<file path="config.mk">
export PLATFORM = sky130hd
export DESIGN_NAME = pos_keypad_entry_flat
export DESIGN_NICKNAME = d
export VERILOG_FILES = /design/src/rtl/pos_keypad_entry_if.sv /design/src/rtl/pos_keypad_entry.sv /design/src/flat_wrapper.sv
export SDC_FILE = /design/constraint.sdc
export NUM_CORES = 1
export LEC_CHECK = 0
export CAP_MARGIN = 20
export CORE_UTILIZATION = 50
export CTS_BUF_LIST = sky130_fd_sc_hd__clkbuf_8
export CTS_CLUSTER_DIAMETER = 30
export DETAILED_ROUTE_END_ITERATION = 10
export PLACE_DENSITY_LB_ADDON = 0.25
export RECOVER_POWER = 100
export SLEW_MARGIN = 40
export SYNTH_ARGS = -nofsm -noshare
export SYNTH_HDL_FRONTEND = slang
export SYNTH_SLANG_ARGS = --single-unit
</file>
<file path="constraint.sdc">
create_clock -name clk -period 9.19 [get_ports clk]
set_clock_uncertainty 0.15 [all_clocks]
set_input_delay 1.838 -clock clk [delete_from_list [all_inputs] [get_ports clk]]
set_output_delay 1.838 -clock clk [all_outputs]
set_load 0.01 [all_outputs]
</file>
<file path="src/rtl/pos_keypad_entry_if.sv">
// Keypad entry bundle: cursor/select inputs from the UI side and
// entry, commit and running-total results back out.
interface pos_keypad_entry_if #(
    parameter int MAX_DIGITS = 6,
    parameter int BIN_W      = 20,
    parameter int TOTAL_W    = 32
);
    logic                    enable;
    logic                    btn_sel;
    logic [2:0]              cursor_x;
    logic [3:0]              cursor_y;
    logic                    total_clr;
    logic [4*MAX_DIGITS-1:0] entry_bcd;
    logic [3:0]              digit_cnt;
    logic [BIN_W-1:0]        entry_bin;
    logic                    commit_valid;
    logic [BIN_W-1:0]        commit_bin;
    logic [TOTAL_W-1:0]      total;
    logic                    total_sat;
    logic                    key_err;

    modport master (
        output enable, btn_sel, cursor_x, cursor_y, total_clr,
        input  entry_bcd, digit_cnt, entry_bin, commit_valid,
        input  commit_bin, total, total_sat, key_err
    );

    modport slave (
        input  enable, btn_sel, cursor_x, cursor_y, total_clr,
        output entry_bcd, digit_cnt, entry_bin, commit_valid,
        output commit_bin, total, total_sat, key_err
    );
endinterface

</file>
<file path="src/rtl/pos_keypad_entry.sv">
// POS keypad numeric entry: decodes the highlighted key on select,
// builds a BCD/binary amount and commits it into a saturating total.
module pos_keypad_entry #(
    parameter int MAX_DIGITS = 6,
    parameter int BIN_W      = 20,
    parameter int TOTAL_W    = 32
) (
    input logic                clk,
    input logic                rst_n,
    pos_keypad_entry_if.slave  kp
);
    localparam int BCD_W = 4 * MAX_DIGITS;
    localparam int SUM_W = ((BIN_W > TOTAL_W) ? BIN_W : TOTAL_W) + 1;

    typedef enum logic [1:0] {ST_EMPTY, ST_ENTRY, ST_COMMIT} state_t;

    state_t             state, state_d;
    logic [BCD_W-1:0]   bcd_q, bcd_d, app_bcd;
    logic [BIN_W-1:0]   bin_q, bin_d, app_bin;
    logic [3:0]         cnt_q, cnt_d;
    logic [BIN_W-1:0]   cbin_q, cbin_d;
    logic [TOTAL_W-1:0] total_q, total_d;
    logic               sat_q, sat_d;
    logic               err_q, err_d;
    logic [SUM_W-1:0]   sum;

    logic       press, cell_ok, is_digit, is_clr, is_ent;
    logic [3:0] dval;

    // Key map: rows 0-2 are 1..9, row 3 is CLR / 0 / ENT.
    always_comb begin
        press    = kp.btn_sel & kp.enable;
        cell_ok  = (kp.cursor_x <= 3'd2) && (kp.cursor_y <= 4'd3);
        is_digit = 1'b0;
        is_clr   = 1'b0;
        is_ent   = 1'b0;
        dval     = 4'd0;
        if (cell_ok) begin
            if (kp.cursor_y < 4'd3) begin
                is_digit = 1'b1;
                dval = 4'(kp.cursor_y * 4'd3) + {1'b0, kp.cursor_x} + 4'd1;
            end else begin
                case (kp.cursor_x)
                    3'd0:    is_clr = 1'b1;
                    3'd1:    is_digit = 1'b1;
                    default: is_ent = 1'b1;
                endcase
            end
        end
    end

    always_comb begin
        app_bcd = (bcd_q << 4) | BCD_W'(dval);
        app_bin = (bin_q * BIN_W'(10)) + BIN_W'(dval);
        sum     = SUM_W'(total_q) + SUM_W'(bin_q);
        state_d = state;
        bcd_d   = bcd_q;
        bin_d   = bin_q;
        cnt_d   = cnt_q;
        cbin_d  = cbin_q;
        total_d = total_q;
        sat_d   = sat_q;
        err_d   = 1'b0;
        unique case (state)
            ST_EMPTY: begin
                if (press && !cell_ok) begin
                    err_d = 1'b1;
                end else if (press && is_digit && dval != 4'd0) begin
                    bcd_d   = app_bcd;
                    bin_d   = app_bin;
                    cnt_d   = 4'd1;
                    state_d = ST_ENTRY;
                end
            end
            ST_ENTRY: begin
                if (press && !cell_ok) begin
                    err_d = 1'b1;
                end else if (press && is_digit) begin
                    if (cnt_q < 4'(MAX_DIGITS)) begin
                        bcd_d = app_bcd;
                        bin_d = app_bin;
                        cnt_d = cnt_q + 4'd1;
                    end else begin
                        err_d = 1'b1;
                    end
                end else if (press && is_clr) begin
                    bcd_d   = '0;
                    bin_d   = '0;
                    cnt_d   = 4'd0;
                    state_d = ST_EMPTY;
                end else if (press && is_ent) begin
                    // Commit results land together with the commit_valid pulse.
                    cbin_d = bin_q;
                    if (sum > SUM_W'({TOTAL_W{1'b1}})) begin
                        total_d = '1;
                        sat_d   = 1'b1;
                    end else begin
                        total_d = sum[TOTAL_W-1:0];
                    end
                    bcd_d   = '0;
                    bin_d   = '0;
                    cnt_d   = 4'd0;
                    state_d = ST_COMMIT;
                end
            end
            ST_COMMIT: state_d = ST_EMPTY;
            default:   state_d = ST_EMPTY;
        endcase
        if (kp.total_clr) begin
            total_d = '0;
            sat_d   = 1'b0;
        end
    end

    always_ff @(posedge clk or negedge rst_n) begin
        if (!rst_n) begin
            state   <= ST_EMPTY;
            bcd_q   <= '0;
            bin_q   <= '0;
            cnt_q   <= 4'd0;
            cbin_q  <= '0;
            total_q <= '0;
            sat_q   <= 1'b0;
            err_q   <= 1'b0;
        end else begin
            state   <= state_d;
            bcd_q   <= bcd_d;
            bin_q   <= bin_d;
            cnt_q   <= cnt_d;
            cbin_q  <= cbin_d;
            total_q <= total_d;
            sat_q   <= sat_d;
            err_q   <= err_d;
        end
    end

    assign kp.entry_bcd    = bcd_q;
    assign kp.digit_cnt    = cnt_q;
    assign kp.entry_bin    = bin_q;
    assign kp.commit_valid = (state == ST_COMMIT);
    assign kp.commit_bin   = cbin_q;
    assign kp.total        = total_q;
    assign kp.total_sat    = sat_q;
    assign kp.key_err      = err_q;
endmodule
</file>
<file path="src/flat_wrapper.sv">
// flat-port wrapper written by rule: the top's interface ports become plain ports
module pos_keypad_entry_flat 
#(
    parameter int MAX_DIGITS = 6,
    parameter int BIN_W      = 20,
    parameter int TOTAL_W    = 32
)
  (clk, rst_n, kp_enable, kp_btn_sel, kp_cursor_x, kp_cursor_y, kp_total_clr, kp_entry_bcd, kp_digit_cnt, kp_entry_bin, kp_commit_valid, kp_commit_bin, kp_total, kp_total_sat, kp_key_err);
  pos_keypad_entry_if #(.MAX_DIGITS(MAX_DIGITS), .BIN_W(BIN_W), .TOTAL_W(TOTAL_W)) kp_i ();
  input logic clk;
  input logic rst_n;
  input wire logic [$bits(kp_i.enable)-1:0] kp_enable;
  input wire logic [$bits(kp_i.btn_sel)-1:0] kp_btn_sel;
  input wire logic [$bits(kp_i.cursor_x)-1:0] kp_cursor_x;
  input wire logic [$bits(kp_i.cursor_y)-1:0] kp_cursor_y;
  input wire logic [$bits(kp_i.total_clr)-1:0] kp_total_clr;
  output wire logic [$bits(kp_i.entry_bcd)-1:0] kp_entry_bcd;
  output wire logic [$bits(kp_i.digit_cnt)-1:0] kp_digit_cnt;
  output wire logic [$bits(kp_i.entry_bin)-1:0] kp_entry_bin;
  output wire logic [$bits(kp_i.commit_valid)-1:0] kp_commit_valid;
  output wire logic [$bits(kp_i.commit_bin)-1:0] kp_commit_bin;
  output wire logic [$bits(kp_i.total)-1:0] kp_total;
  output wire logic [$bits(kp_i.total_sat)-1:0] kp_total_sat;
  output wire logic [$bits(kp_i.key_err)-1:0] kp_key_err;
  assign kp_i.enable = kp_enable;
  assign kp_i.btn_sel = kp_btn_sel;
  assign kp_i.cursor_x = kp_cursor_x;
  assign kp_i.cursor_y = kp_cursor_y;
  assign kp_i.total_clr = kp_total_clr;
  assign kp_entry_bcd = kp_i.entry_bcd;
  assign kp_digit_cnt = kp_i.digit_cnt;
  assign kp_entry_bin = kp_i.entry_bin;
  assign kp_commit_valid = kp_i.commit_valid;
  assign kp_commit_bin = kp_i.commit_bin;
  assign kp_total = kp_i.total;
  assign kp_total_sat = kp_i.total_sat;
  assign kp_key_err = kp_i.key_err;
  pos_keypad_entry #(.MAX_DIGITS(MAX_DIGITS), .BIN_W(BIN_W), .TOTAL_W(TOTAL_W)) u_core (.clk(clk), .rst_n(rst_n), .kp(kp_i));
endmodule
</file>
# After elaboration in Yosys (flattened, before gate mapping)
# Index checks and enable logic that the tools add are counted.
[word_totals] output_inout_bits=103 inputBits=12 reg_bits=104
[classes] magnitude_cmp=5 mux=61 addsub=5 multipliers=2 reduce_logical=20 bitwise_logic=5 eq_ne=13
[op_table] op="2-to-1 mux 32 bit" n=7
[op_table] op="2-to-1 mux 24 bit" n=7
[op_table] op="2-to-1 mux 20 bit" n=7
[op_table] op="case mux 24 bit (2 select lines)" n=1
[op_table] op="case mux 20 bit (2 select lines)" n=1
[op_table] op="2-to-1 mux 4 bit" n=9
[op_table] op="adder 32 x 20 -> 33 bit" n=1
[op_table] op="> comparator 33 x 32 -> 1 bit (second input constant)" n=1
[op_table] op="bitwise OR 24 x 4 -> 24 bit" n=1
[op_table] op="adder 20 x 4 -> 20 bit" n=1
[op_table] op="multiplier 20 x 3 -> 19 bit (second input constant)" n=1
[op_table] op="2-to-1 mux 1 bit" n=20
[op_table] op="AND reduction 5 bit" n=3
[op_table] op="2-to-1 mux 2 bit" n=6
[op_table] op="inequality test 2 bit (second input constant)" n=6
[op_table] op="AND reduction 6 bit" n=2
[op_table] op="adder 4 x 1 -> 4 bit (second input constant)" n=2
[op_table] op="case mux 4 bit (2 select lines)" n=1
[op_table] op="nonzero test 2 bit" n=4
[op_table] op="logical AND 1 bit" n=6
[op_table] op="adder 4 x 3 -> 4 bit" n=1
[op_table] op="<= comparator 4 x 2 -> 1 bit (second input constant)" n=1
[op_table] op="< comparator 4 x 2 -> 1 bit (second input constant)" n=1
[op_table] op="< comparator 4 x 3 -> 1 bit (second input constant)" n=1
[op_table] op="other kinds (18)" n=20

# Logic depth before layout (Yosys ltp)
# Gate-level depths: netlist (run 1).
[depth] word_depth=12 mapped_depth=17 ltp_nobuf=17

# Worst setup path after synthesis (run 1)
# OpenSTA, ideal clock, no wires.
[synth_timing] path_kind="input to register" startpoint="input port kp_cursor_y[0]" endpoint="register u_core.bin_q[19], in the netlist u_core.kp.entry_bin[19]" path_stages=16 setup_time_ns=0.071 arrival_time_ns=5.553 path_slack_ns=3.417 cell_sequence="fa_1 -> ha_1 -> a21o_1 -> a21oi_1 -> xnor2_1 -> nor2_1 -> ha_1 -> a21o_1 -> nand2_1 -> nor3b_1 -> nand3_1 -> or4_4 -> nor4b_4 -> nand3_2 -> or3_1 -> nand4_1"
[synth_via] elab_chain_cells=10 word_cells_on_any_way=35 cone_classes="3 x add/sub; 1 x mul; 2 x order compare; 5 x eq/ne; 15 x mux; 9 x reduce/logical"
[synth_rtl] element="from (decl)" line_no="flat_wrapper.sv:15" text="input wire logic [$bits(kp_i.cursor_y)-1:0] kp_cursor_y;"
[synth_rtl] element="multiplier 4 x 2 -> 4 bit" line_no="pos_keypad_entry.sv:41" text="dval = 4'(kp.cursor_y * 4'd3) + {1'b0, kp.cursor_x} + 4'd1;"
[synth_rtl] element="adder 4 x 3 -> 4 bit" line_no="pos_keypad_entry.sv:41"
[synth_rtl] element="adder 4 x 1 -> 4 bit" line_no="pos_keypad_entry.sv:41"
[synth_rtl] element="2-to-1 mux 4 bit" line_no="pos_keypad_entry.sv:39" text="if (kp.cursor_y < 4'd3) begin"
[synth_rtl] element="2-to-1 mux 4 bit" line_no="pos_keypad_entry.sv:38" text="if (cell_ok) begin"
[synth_rtl] element="adder 20 x 4 -> 20 bit" line_no="pos_keypad_entry.sv:54" text="app_bin = (bin_q * BIN_W'(10)) + BIN_W'(dval);"
[synth_rtl] element="2-to-1 mux 20 bit" line_no="pos_keypad_entry.sv:79" text="if (cnt_q < 4'(MAX_DIGITS)) begin"
[synth_rtl] element="2-to-1 mux 20 bit" line_no="pos_keypad_entry.sv:78" text="end else if (press && is_digit) begin"
[synth_rtl] element="2-to-1 mux 20 bit" line_no="pos_keypad_entry.sv:76" text="if (press && !cell_ok) begin"
[synth_rtl] element="case mux 20 bit (2 select lines)" line_no="pos_keypad_entry.sv:64" text="unique case (state)"
[synth_rtl] element="to (signal assigned)" line_no="pos_keypad_entry.sv:128" text="bin_q <= bin_d;"
[synth_rtl] element="to (decl)" line_no="pos_keypad_entry.sv:19" text="logic [BIN_W-1:0] bin_q, bin_d, app_bin;"
# Parallel ways exist; a longest one is shown, timed or not. The select of a mux whose other input is x is not followed.
# A chain may end at the register's enable or synchronous reset.

# Worst setup path in the final report (run 1)
[layout_timing] startpoint="input port kp_cursor_x[1]" endpoint="register u_core.bin_q[19], in the netlist u_core.kp.entry_bin[19]"
[layout_via] elab_chain_cells=9 word_cells_on_any_way=39 cone_classes="3 x add/sub; 1 x order compare; 6 x eq/ne; 18 x mux; 11 x reduce/logical"
[layout_rtl] element="from (decl)" line_no="flat_wrapper.sv:14" text="input wire logic [$bits(kp_i.cursor_x)-1:0] kp_cursor_x;"
[layout_rtl] element="adder 4 x 3 -> 4 bit / logical NOT 3 bit (equally long branches)" line_no="pos_keypad_entry.sv:41, pos_keypad_entry.sv:43"
[layout_rtl] element="adder 4 x 1 -> 4 bit / 2-to-1 mux 1 bit (equally long branches)" line_no="pos_keypad_entry.sv:41, pos_keypad_entry.sv:43"
[layout_rtl] element="2-to-1 mux 4 bit / 2-to-1 mux 1 bit (equally long branches)" line_no="pos_keypad_entry.sv:39"
[layout_rtl] element="2-to-1 mux 4 bit / 2-to-1 mux 1 bit (equally long branches)" line_no="pos_keypad_entry.sv:38"
[layout_rtl] element="adder 20 x 4 -> 20 bit / logical AND 1 bit (equally long branches)" line_no="pos_keypad_entry.sv:54, pos_keypad_entry.sv:86"
[layout_rtl] element="2-to-1 mux 20 bit (on tied branches)" line_no="pos_keypad_entry.sv:79, pos_keypad_entry.sv:86"
[layout_rtl] element="2-to-1 mux 20 bit" line_no="pos_keypad_entry.sv:78"
[layout_rtl] element="2-to-1 mux 20 bit" line_no="pos_keypad_entry.sv:76"
[layout_rtl] element="case mux 20 bit (2 select lines)" line_no="pos_keypad_entry.sv:64"
# Parallel ways exist; a longest one is shown, timed or not. The select of a mux whose other input is x is not followed.

==> metrics.md, run 1 <==
| Metric | Value |
|---|---|
| FP Rows | `42` |
| Worst slack at placement | `2480 ps` |
| Vias in the first global route | `just under 6000` |
| Layout cells sized above 1 | `3.17%` |
| Failing checks | `max-capacitance violations, max-slew violations` |
| Syn Std Cell Area | `~6800 um^2` |
| Leak | `4.21 nW` |
| Total grt overflow | `0` |
| Ant. Diodes | `0` |
| Top FF cell, synth | `dfrtp_1` |
| Final Total Pwr | `between 0.0008 and 0.0009 W` |
| Post-synth ARST share | `100%` |
| Slew at the pin closest to its max-slew limit | `3440 ps` |
| # hold bufs at CTS | `0` |
| Number of synthesized flops with an enable pin | `0` |
| Post-synthesis mux area share | `0.443%` |
| Xor and xnor area share after synthesis | `6.20%` |
| Initial antenna violation count | `0` |
| Post-route setup slack | `~2400 ps` |
| GRT Total Usage | `26.0%` |
| Fin crit period | `just under 7000 ps` |
| Fin. Hold Viols | `0` |
| Pwr/cell area | `approximately 98 nW/um^2` |
| MaxCap Viol Count | `6` |
| Initial DRT Pass Iterations | `4` |
| CTS tree | `done` |
| Worst VDD drop | `0.0598 mV` |
| Routability-driven placement congestion ratio | `0.873` |
| Largest family of logic cells by synthesized area | `compound AO/OA/AOI/OAI gates` |
| Post-DR wirelength/cell | `~17 um` |
| CP required | `9360 ps` |
| Synth Area in Simple Gates | `18.0%` |
| Final hold slack | `328 ps` |
| Core area | `13200 um^2` |
| Worst-Skew Late Latency | `between 300 and 400 ps` |
| Largest net degree at the start of global routing | `66` |
| ANT nets after route | `0` |
| Final HPWL DP | `13000 um` |
| Post-cts gate resize count | `0` |
| Core Util, Final | `roughly 62%` |
| Detailed Route WL | `roughly 18000 um` |
| Fin crit share | `73.4%` |
| Area growth, synth to finish | `21.4%` |
| Hold Path Class | `flip-flop to flip-flop` |
| Number of port buffers | `114` |
| Finish-stage setup viols | `0` |
| Commonest cells after routing, fill and taps aside | `nand2_1, dlygate4sd3_1, dfrtp_1, ha_1, a21oi_1` |
| Post-Synthesis Cells | `744` |
| Status | `finished with violations` |
| Fmax | `0.148 GHz` |
| DR iter-0 viols | `approximately 420` |
| First-pass GRT wire length | `29100 um` |
| Slew margin rel. | `-130%` |
| Average size of a mapped cell | `9.11 um^2` |
| Synthesized Nets | `823` |
| Crit path DAT | `6910 ps` |
| Setup repair bufs after CTS | `0` |
| Synth Register Bits | `103` |
| Fin Setup TNS | `0 ps` |
| Reg clk slew, reported paths | `about 100 ps` |
| Adder-cell share of the synthesized area | `13.0%` |
| Htree depth | `3` |
| Final slew viol count | `269` |
| Root Buffer | `clkbuf_8` |
| Die area | `14000 um^2` |
| Kind of critical path | `primary input to flip-flop` |
| Post-synth cell types | `67` |
| DR vias | `6029` |
| CTS max path bufs | `2` |
| DRC viols | `0` |
| Critical Path Fanout Max | `5` |
| Total CTS buffers | `9` |
| Commonest non-fill, non-tap cell in the layout | `nand2_1` |
| Die X | `118 um` |
| Setup crit end kind | `flip-flop` |
| Io pins | `approximately 120` |
| Synth warn | `0` |
| Final layout net count | `approximately 930` |
| Complex-gate fraction of the synthesized area | `21.2%` |
| Clock Sinks | `103` |
| Initial core utilization | `51.2%` |
| Critical path startpoint category | `primary input` |
| Vias per cell | `5.87` |
| Die H | `around 120 um` |
| RSZ-0062 raised after global routing | `no` |
| Seq/Total Area, Yosys | `a little under two fifths` |
-- layout make-up --
cell class,instances,area [um^2]
repair buffers,122,1180
flip-flops and latches,103,2580
inverters,22,82.6
fillers,1148,5020
clock inverters,6,53.8
multi-input cells,588,3980
well taps,176,220
clock buffers,10,138
-- where the power goes --
part	switching (W)	internal [W]	leakage (nW)
sequential	0.00000583	0.000456	1.44
combinational	0.0000416	0.0000217	2.68
clock	0.000168	0.000110	0.0921
-- flip-flops by register name (all words and copies together), names as in the netlist --
name                  cells
u_core.kp.total_sat       1
u_core.state              2
u_core.kp.total          32
u_core.kp.key_err         1
u_core.kp.entry_bin      20
u_core.kp.entry_bcd      23
u_core.kp.commit_bin     20
u_core.kp.digit_cnt       4
-- synthesized netlist by cell type (3+ instances only) --
cell type | n | area share, %
nand2_1 | 126 | 7.0
dfrtp_1 | 103 | 38
ha_1 | 61 | 11
a21oi_1 | 45 | 3.3
nor2_1 | 42 | 2.3
xnor2_1 | 37 | 4.8
o21ai_0 | 30 | 2.2
a22o_1 | 27 | 3.5
clkbuf_1 | 25 | 1.4
a21o_1 | 24 | 2.7
inv_1 | 22 | 1.2
nand3_1 | 17 | 1.3
nor3_1 | 15 | 1.1
o21ai_1 | 14 | 1.0
a31oi_1 | 12 | 1.1
o21a_1 | 11 | 1.2
xor2_1 | 11 | 1.4
nand4_1 | 7 | 0.65
nor2b_1 | 7 | 0.65
and3_1 | 6 | 0.55
fa_1 | 6 | 1.8
a211o_1 | 5 | 0.65
a211oi_1 | 5 | 0.55
a311oi_1 | 5 | 0.65
o211ai_1 | 5 | 0.55
buf_2 | 4 | 0.30
nand2b_1 | 4 | 0.37
nor3b_1 | 4 | 0.44
and2_1 | 3 | 0.28
mux2i_1 | 3 | 0.44
nand3b_1 | 3 | 0.33
nor4_1 | 3 | 0.28
o21bai_1 | 3 | 0.33
o22ai_1 | 3 | 0.28
o31a_1 | 3 | 0.39
or3_1 | 3 | 0.28
or4_1 | 3 | 0.33
-- worst max-delay path: stages --
cell and delay, ps:
dlygate4sd3_1 680, fa_1 490, ha_1 290, a21o_1 180, a21oi_1 170, xnor2_1 100
nor2_1 290, ha_1 250, a21o_1 170, nand2_1 100, nor3b_1 310, nand3_1 200
or4_4 590, nor4b_1 600, nand3_2 180, or3_1 360, nand4_1 100
-- path summary, 6_finish.rpt --
kind	slack [ps]	depth (start not counted)	start	end
max	2440	17	kp_cursor_x[1]	u_core.kp.entry_bin[19]$_DFFE_PN0P_
min	330	2	u_core.kp.commit_bin[4]$_DFFE_PN0P_	u_core.kp.commit_bin[4]$_DFFE_PN0P_
max reg2reg	4280	13	u_core.kp.entry_bin[0]$_DFFE_PN0P_	u_core.kp.total[19]$_DFFE_PN0P_
min reg2reg	330	2	u_core.kp.commit_bin[4]$_DFFE_PN0P_	u_core.kp.commit_bin[4]$_DFFE_PN0P_
max in group asynchronous	2830	2	rst_n	u_core.kp.total[15]$_DFFE_PN0P_
min in group asynchronous	1940	1	rst_n	u_core.kp.total[7]$_DFFE_PN0P_
-- per-layer routing --
layer  share of wire [%]  vias up  track usage [%]
li1                    -     2896                -
met1                  45     2926             34.4
met2                  47      168             42.5
met3                 4.1       39             3.62
met4                 3.5        0             11.2
met5                   0        -                0
-- cell families (layout without fill, tap and decap cells) --
logic type                 after synthesis  in the layout
xor gates and xnor gates                48             48
adders and majority gates               67             67
muxes                                    3              3
DFF                                    103            103
buffers and inverters                   53            160
AOI/OAI and AO/OA                      211            211
and+or+nand+nor                        259            259
-- per-stage QoR --
step	area, um^2	instances
after floorplan	6780	744
after global placement	8070	1011
after detailed placement	8070	1011
after CTS	8260	1027
after global routing	8220	1027
final	8220	1027
Note: power is estimated with default switching activity, not from simulation.
==> inputs of run 2 (changes only) <==
Clock period 9.19 ns to 7 ns, I/O delays scaled along.
==> run 2 against run 1 <==
The run still ends with max-capacitance violations, max-slew violations left. Clock power rose by 44%. Power rose by 36%. Register-to-register slack got worse by 2100 ps. First-iteration DRC count fell by 5.8%.
==> metrics.md, run 2 (synthesis results as in run 1) <==
| Metric | Value |
|---|---|
| Die area | `14000 um^2` |
| Reg clk slew, reported paths | `100 ps` |
| Vias in the first global route | `5901` |
| Internal power | `around 0.0008 W` |
| Clock network power share | `36.6%` |
| Failing checks | `max-capacitance violations, max-slew violations` |
| Pwr/cell area | `~130 nW/um^2` |
| Finish-stage setup viols | `0` |
| Sequential power share | `between 50% and 60%` |
| MaxCap Viol Count | `2` |
| Worst-Skew Late Latency | `390 ps` |
| Met2 Usage GRT | `a little over two fifths` |
| Hold Path Class | `flip-flop to flip-flop` |
| Ant. Diodes | `0` |
| Final HPWL DP | `13100 um` |
| DRC viols | `0` |
| RSZ-0062 raised after global routing | `no` |
| Layout cells sized above 1 | `between 3 and 4%` |
| Post-route setup slack | `852 ps` |
| Final Total Pwr | `0.00109 W` |
| Max FFs per register | `32` |
| Post-DR wirelength/cell | `17.2 um` |
| Fin. Hold Viols | `0` |
| Crit path launch | `kp_cursor_x[1]` |
| Initial antenna violation count | `0` |
| FP Rows | `42` |
| Crit path DAT | `6320 ps` |
| Clock Sinks | `~100` |
| P_sw | `about 0.00028 W` |
| Initial DRT Pass Iterations | `5` |
| Setup crit end kind | `flip-flop` |
| Most used routing layer | `met2` |
| Core area | `13200 um^2` |
| Commonest cells after routing, fill and taps aside | `nand2_1, dlygate4sd3_1, dfrtp_1, ha_1, a21oi_1` |
| Critical path startpoint category | `primary input` |
| Initial core utilization | `approximately half` |
| Fin Setup TNS | `0 ps` |
| Largest net degree at the start of global routing | `66` |
| Root Buffer | `clkbuf_8` |
| First-pass GRT wire length | `about 29000 um` |
| Total CTS buffers | `9` |
| Fin crit period | `6150 ps` |
| CP required | `7170 ps` |
| HP Start | `u_core.kp.commit_bin[18]$_DFFE_PN0P_` |
| Critical Path Fanout Max | `5` |
| DR iter-0 viols | `392` |
| Die H | `118 um` |
| GRT Total Usage | `26.2%` |
| Number of port buffers | `114` |
| Sw Ratio | `25.8%` |
| ANT nets after route | `0` |
| Final layout net count | `926` |
| # hold bufs at CTS | `0` |
| Total grt overflow | `0` |
| Htree depth | `3` |
| Slew margin rel. | `-41.9%` |
| CTS max path bufs | `2` |
| Met1 usage | `35.2%` |
| Kind of critical path | `primary input to flip-flop` |
| Finished Layout Cells | `1028` |
| Gate power share | `7.7%` |
| Commonest non-fill, non-tap cell in the layout | `nand2_1` |
| Cells after DPL | `1012` |
| Worst VDD drop | `0.100 mV` |
| Leak | `4.24 nW` |
| Fmax | `between 0.15 and 0.2 GHz` |
| Setup repair bufs after CTS | `0` |
| Detailed Route WL | `roughly 18000 um` |
| DR vias | `approximately 6000` |
| Fin crit share | `between 80% and 90%` |
| Final slew viol count | `between 70 and 80` |
| Routability-driven placement congestion ratio | `between 0.8 and 0.9` |
| Post-cts gate resize count | `0` |
| Io pins | `115` |
| Core Util, Final | `62.4%` |
| Area growth, synth to finish | `21.9%` |
| Vias per cell | `5.96` |
| Worst slack at placement | `681 ps` |
| CTS tree | `done` |
| FF-to-FF Start | `u_core.kp.entry_bin[0]$_DFFE_PN0P_` |
| GRT met3 Usage | `2.08%` |
| Status | `finished with violations` |
| Slew at the pin closest to its max-slew limit | `2130 ps` |
| Die X | `118 um` |
==> run 2: power by group through the flow <==
stage	clock, W	combinational (W)	sequential [W]
finish	0.000399	0.0000842	0.000607
global route	0.000429	0.0000950	0.000608
CTS	0.000405	0.0000881	0.000607
detailed placement	0	0.0000877	0.000619
global placement	0	0.0000835	0.000618
floorplan	0	0.0000477	0.000617
==> run 2: worst paths after layout <==
| kind | slack [ps] | to | depth (start not counted) |
|---|---|---|---|
| setup / recovery | 850 | u_core.kp.entry_bin[19]$_DFFE_PN0P_ | 17 |
| hold / removal | 330 | u_core.kp.commit_bin[18]$_DFFE_PN0P_ | 2 |
| setup reg to reg | 2180 | u_core.kp.total[18]$_DFFE_PN0P_ | 13 |
| hold reg to reg | 330 | u_core.kp.commit_bin[18]$_DFFE_PN0P_ | 2 |
| max in group asynchronous | 3780 | u_core.kp.total[15]$_DFFE_PN0P_ | 2 |
| min in group asynchronous | 1460 | u_core.kp.total[7]$_DFFE_PN0P_ | 1 |
==> run 2: cell type report <==
type	count	area (um^2)
Inverter	22	82.6
Tap cell	176	220
Multi-Input combinational cell	588	3980
Clock buffer	10	138
Clock inverter	6	73.8
Sequential cell	103	2580
Timing Repair Buffer	123	1190
Fill cell	1133	4980
==> run 2: routing by layer <==
layer | routed length, um | share of wire (%)
met5 | 0 | 0
met4 | 504 | 2.8
met3 | 741 | 4.2
met2 | 8590 | 48
met1 | 7880 | 44
==> run 2: worst max-delay path: stages <==
cell and delay [ps]:
dlygate4sd3_1 660, fa_1 490, ha_1 300, a21o_1 190
a21oi_1 190, xnor2_1 100, nor2_1 300, ha_1 260
a21o_1 140, nand2_1 100, nor3b_1 330, nand3_1 200
or4_1 660, nor4b_4 350, nand3_1 190, or3_1 390
nand4_1 100
==> run 2: stage by stage <==
| stage | cell area, um^2 | hold WS [ps] |
|---|---|---|
| floorplan | 6780 | 330 |
| global placement | 8080 | 310 |
| detailed placement | 8080 | 313 |
| CTS | 8290 | 338 |
| global route | 8260 | 367 |
| finish | 8260 | 328 |
